===== src/rtl/uart_pkg.sv =====
// Shared types and constants for the UART transmit path.
package uart_pkg;

   localparam int UART_DATA_BITS = 8;

   typedef enum logic [2:0] {
      IDLE,
      START,
      DATA,
      PARITY,
      STOP
   } tx_state_t;

endpackage


===== src/rtl/uart_tx_baud.sv =====
// Bit-period counter: o_tick marks the last cycle of every ClksPerBit-cycle bit period.
module uart_tx_baud #(
   parameter int ClksPerBit = 16
) (
   input  logic i_clk,
   input  logic i_clear,
   output logic o_tick
);

   localparam int CntW = $clog2(ClksPerBit);

   logic [CntW-1:0] cnt;

   assign o_tick = (cnt == CntW'(ClksPerBit - 1));

   always_ff @(posedge i_clk) begin
      if (i_clear || o_tick) begin
         cnt <= '0;
      end else begin
         cnt <= cnt + CntW'(1);
      end
   end

endmodule


===== src/rtl/uart_tx.sv =====
// UART transmitter: 8N1 frames (8E1 when UART_TX_PARITY_EN is defined), LSB first,
// valid/ready byte input, frame starts gated by a synchronised CTS.
module uart_tx
   import uart_pkg::*;
#(
   parameter int ClksPerBit = 16,
   parameter int StopBits   = 1
) (
   input  logic       i_clk,
   input  logic       i_rst,
   input  logic [7:0] i_data,
   input  logic       i_valid,
   output logic       o_ready,
   input  logic       i_cts,
   output logic       o_tx,
   output logic       o_busy,
   output logic       o_done
);

   tx_state_t state, state_next;

   logic [UART_DATA_BITS-1:0] shift;
   logic [2:0]                bit_idx;
   logic                      stop_idx;
   logic                      cts_meta, cts_sync;
   logic                      tick, take, last_stop, tx_d;
`ifdef UART_TX_PARITY_EN
   logic                      parity_bit;
`endif

   assign take      = o_ready && i_valid;
   assign last_stop = (stop_idx == 1'(StopBits - 1));

   uart_tx_baud #(
      .ClksPerBit(ClksPerBit)
   ) u_baud (
      .i_clk  (i_clk),
      .i_clear(i_rst || (state == IDLE)),
      .o_tick (tick)
   );

   always_ff @(posedge i_clk) begin
      if (i_rst) begin
         cts_meta <= 1'b0;
         cts_sync <= 1'b0;
      end else begin
         cts_meta <= i_cts;
         cts_sync <= cts_meta;
      end
   end

   always_ff @(posedge i_clk) begin
      if (i_rst) begin
         state <= IDLE;
      end else begin
         state <= state_next;
      end
   end

   always_comb begin
      state_next = state;
      case (state)
         IDLE:  if (take) state_next = START;
         START: if (tick) state_next = DATA;
         DATA: begin
            if (tick && (bit_idx == 3'(UART_DATA_BITS - 1))) begin
`ifdef UART_TX_PARITY_EN
               state_next = PARITY;
`else
               state_next = STOP;
`endif
            end
         end
`ifdef UART_TX_PARITY_EN
         PARITY: if (tick) state_next = STOP;
`endif
         STOP:  if (tick && last_stop) state_next = IDLE;
         default: state_next = IDLE;
      endcase
   end

   always_ff @(posedge i_clk) begin
      if (take) begin
         shift    <= i_data;
         bit_idx  <= '0;
         stop_idx <= 1'b0;
`ifdef UART_TX_PARITY_EN
         parity_bit <= ^i_data;
`endif
      end else if ((state == DATA) && tick) begin
         shift   <= shift >> 1;
         bit_idx <= bit_idx + 3'd1;
      end else if ((state == STOP) && tick) begin
         stop_idx <= ~stop_idx;
      end
   end

   // o_tx is registered, so the line level is derived from the state being entered
   // and the shift register as it will look after this edge.
   always_comb begin
      o_ready = (state == IDLE) && cts_sync;
      o_busy  = (state != IDLE);
      o_done  = (state == STOP) && tick && last_stop;
      tx_d    = 1'b1;
      case (state_next)
         START:  tx_d = 1'b0;
         DATA:   tx_d = ((state == DATA) && tick) ? shift[1] : shift[0];
`ifdef UART_TX_PARITY_EN
         PARITY: tx_d = parity_bit;
`endif
         default: tx_d = 1'b1;
      endcase
   end

   always_ff @(posedge i_clk) begin
      if (i_rst) begin
         o_tx <= 1'b1;
      end else begin
         o_tx <= tx_d;
      end
   end

endmodule


===== config.mk =====
export PLATFORM = sky130hd
export DESIGN_NAME = uart_tx
export DESIGN_NICKNAME = d
export VERILOG_FILES = /design/src/rtl/uart_pkg.sv /design/src/rtl/uart_tx_baud.sv /design/src/rtl/uart_tx.sv
export SDC_FILE = /design/constraint.sdc
export NUM_CORES = 1
export LEC_CHECK = 0
export ABC_AREA = 1
export ABC_CLOCK_PERIOD_IN_PS = 3240
export CAP_MARGIN = 15
export CORE_ASPECT_RATIO = 1.25
export CORE_MARGIN = 2
export CORE_UTILIZATION = 46
export DETAILED_ROUTE_END_ITERATION = 12
export MAX_ROUTING_LAYER = met4
export PLACE_DENSITY_LB_ADDON = 0.25
export SLEW_MARGIN = 15
export SYNTH_ARGS = -nofsm -noshare
export SYNTH_HDL_FRONTEND = slang
export SYNTH_HIERARCHICAL = 1
export SYNTH_SLANG_ARGS = --single-unit

===== constraint.sdc =====
create_clock -name i_clk -period 3.24 [get_ports i_clk]
set_clock_uncertainty 0.2 [all_clocks]
set_input_delay 0.972 -clock i_clk [delete_from_list [all_inputs] [get_ports i_clk]]
set_output_delay 0.972 -clock i_clk [all_outputs]
set_load 0.005 [all_outputs]

==> results.md <==
- The achievable clock frequency is 326.5 MHz.
- The number of standard cells in the layout, taps in and fillers out is 150.
- From bottom edge to top edge, the die measures 55.93 um.
- The total die area is 2547 um^2.
- The normalized max-slew margin is 0.7789.
- The total global routing track utilization is 0.1600.
- For this run, the post-layout net count is 146.
- In this run the post-CTS setup repair buffer count came out at 0.
- The count of mapped cells out of synthesis is 111.
- Gates resized during post-CTS repair numbered 0.
- The initial antenna violation count is 0.
- A synthesized cell averages 8.939 um^2.
- The share of synthesized area in the top cell type comes to 0.2825.
- Wires add up to ~1700 um.
- The master of the slowest instance on the critical path is sky130_fd_sc_hd__clkdlybuf4s50_1.
- The first global-routing pass estimated 3001 um of wire.
- Routability-driven placement finished with a final weighted congestion of roughly 0.84.
- The tool flagged a number of max-cap violations equal to 0.
- During synthesis, Yosys emitted a total of 6 warnings.
- The tightest hold path in the finished design has a slack of 0.2125 ns.
- The data arrival time of the critical path is 1.89 ns.
- The starting DRC count in detailed routing is 8.
- The largest net degree at the start of global routing is 14.
- The biggest area contributor in the post-synthesis netlist is sky130_fd_sc_hd__dfxtp_1.
- The total global routing overflow is 0.
- Summing all non-filler instances in the final layout gives an area of 1197 um^2.
- After clock tree synthesis, the clock-pin slew on the worst setup and hold paths is 0.12 ns.
- By area the synthesized netlist is led by sky130_fd_sc_hd__dfxtp_1 28%, sky130_fd_sc_hd__edfxtp_1 24%, sky130_fd_sc_hd__nand2_1 11%.
- The die boundary width is 45.54 um.
- The path class of the tightest hold or removal check is reg -> reg.
- The initial core utilization is 0.4950.
- The top cell types in the final layout, fill and taps aside, are 28 x sky130_fd_sc_hd__nand2_1, 15 x sky130_fd_sc_hd__clkdlybuf4s50_1, 14 x sky130_fd_sc_hd__inv_1, 12 x sky130_fd_sc_hd__dfxtp_1, 11 x sky130_fd_sc_hd__nor2_1.
- In this run the static leakage power is about 0.50 nW.
- The run finished with clean final reports.
- The kind of critical path is reg -> out.
- The ratio of cells with drive above 1 in the final layout is 0.1231.
- On the worst path, the slowest cell contributes a delay of 0.49 ns.
- The final-report hold violation count is 0.
- The post-place instance area is 1164 um^2.
- The ratio of total power to cell area is 382.5 nW/um^2.
- The count of unique library cells instantiated by Yosys is 21.
- The wire length per cell after detailed routing is approximately 12 um.
- Synthesis inferred 22 register bits.
- The clock tree buffer depth is 2.
- The routed layout has 794 vias.
- At the pin with the least slew margin, the transition time is 0.3308 ns.
- The average via count per standard cell is about 5.3.
- Setup total negative slack on the finished layout was measured at 0 ns.
- IR analysis of the VDD net gives a maximum drop of 0.0002513 V.
- The I/O pin count is 16.
- After synthesis the cells add up to 992.2 um^2.
- In this run the number of H-tree levels came out at 1.
- The via count of the first global-routing pass was 746.
- Setup repair after global routing left no endpoint under its margin.
- The critical path contains buffers and inverters numbering 3 combined.
- Signal routing reaches up to met4.
- The data required time of the critical path is about 2.1 ns.
- The library cell used most frequently in the layout, excluding fill and tap cells, is sky130_fd_sc_hd__nand2_1.
- Counting tap cells, the placed design contains a total of 146 instances.
- Of the synthesized area, sequential elements account for 0.5246.
- After detailed routing, the met2 layer carries 840 um of wire.
- The worst setup path is captured at an output port.
- Detailed routing placed a total of between 70 and 80 um of wire on met3.
- The post-cts hold buffer count is 0.
- The cell family contributing the most delay on the critical path is buffers and inverters.
- The number of nets in the synthesized netlist is 126.
- At the later pin of the worst-skew pair, clock insertion delay measures 0.31 ns.
- The total CTS buffers is 3.
- The critical path goes through ha_1 > nand2_2 > nor2_2 > inv_1 > nor2_2 > nand3_1 > inv_1 > clkdlybuf4s50_1.
- For this run, the share of the core covered by cells in the final layout is 0.5974.
- The cell sitting at the root of the clock tree is a sky130_fd_sc_hd__clkbuf_4.
- The area added between synthesis and finish is 20.68%.
- The number of routed nets with antenna violations is 0.
- The post-DP HPWL is roughly 1300 um.
- The core region area is 2004 um^2.
- After detailed routing, the wire length on met1 is around 800 um.
- The first detailed-routing pass took 4 iterations.
- For this design, the sink count on the clock tree is 22.
- The number of placement rows is 18.
- STA classifies the critical path startpoint as a flip-flop.
- The number of antenna diodes is 0.
- Of all nets on the critical path, the largest fanout is 4.
- The count of final setup violators is 0.
- The total count of max-transition violations in the final report is 0.
- The TritonCTS clock tree is yes.
- The count of buffers from port buffering is 15.
- For this run, design rule violations remaining after detail routing come to 0.
- The minimum clock period after layout is approximately 3 ns.
- In the finished design, the share of the clock period the worst path needs comes to 0.9453.
-- logic make-up after synthesis --
kind of cell,Yosys count,share of synthesized area
fa+ha+maj,3,0.03784
xor+xnor,1,0.008829
compound gates,12,0.06810
buf+inv,17,0.07188
flops,22,0.5246
simple gates,56,0.2888
-- state kept, by name, summed over array words and instances, names as in the netlist --
signal and cells:
u_baud/cnt 4, state 3, cts_meta 1, bit_idx 3
cts_sync 1, stop_idx 1, shift 8, o_tx 1
-- final timing paths --
path	from	endpoint	slack [ns]	depth (start not counted)
max reg2reg	u_baud/cnt[0]$_SDFF_PP0_	shift[6]$_DFFE_PP_	1.45	6
min reg2reg	cts_meta$_SDFF_PP0_	cts_sync$_SDFF_PP0_	0.21	2
max	u_baud/cnt[0]$_SDFF_PP0_	o_done	0.18	8
min	cts_meta$_SDFF_PP0_	cts_sync$_SDFF_PP0_	0.21	2
-- through the flow --
stage / setup slack (ns) / total power [mW]
after floorplan: 0.8106 / 0.3166
after global placement: 0.5199 / 0.3360
after detailed placement: 0.4346 / 0.3375
after CTS: 0.06865 / 0.4619
after global routing: 0.008116 / 0.4792
final: 0.1772 / 0.4580
-- power breakdown --
group          leakage (nW)  switching [mW]  internal [mW]  total (mW)
sequential            0.186         0.00398          0.292       0.296
clock                0.0154          0.0818         0.0450       0.127
combinational         0.297          0.0147         0.0201      0.0348
total                 0.499           0.100          0.358       0.458
-- per-layer routing --
| metal | up-vias | global-route usage |
|---|---|---|
| met2 | 20 | 0.2173 |
| li1 | 400 | - |
| met3 | 4 | 0.02922 |
| met5 | - | - |
| met1 | 370 | 0.2070 |
| met4 | 0 | 0.1134 |
-- final cells by class --
cell class                      count  area (um^2)
Multi-Input combinational cell     72        405.4
Inverter                           16        60.06
Fill cell                         177        807.0
Clock inverter                      1        3.754
Timing Repair Buffer               16        157.7
Sequential cell                    22        523.0
Clock buffer                        3        22.52
Tap cell                           20        25.02
-- worst min-delay path, stage by stage, from the launching register on --
cell	delay, ns
sky130_fd_sc_hd__dfxtp_1	0.32
sky130_fd_sc_hd__inv_1	0.04
sky130_fd_sc_hd__nor2_1	0.03
-- synthesized netlist by cell type, drive strengths merged --
cell type,n
nor2,14
buf,1
nor3b,1
ha,3
o21ai,4
inv,16
a21oi,6
nand2,29
dfxtp,14
o22ai,1
edfxtp,8
o21bai,1
xor2,1
nand3,8
nand4,4
No activity file was read; power rests on OpenSTA's default activity.
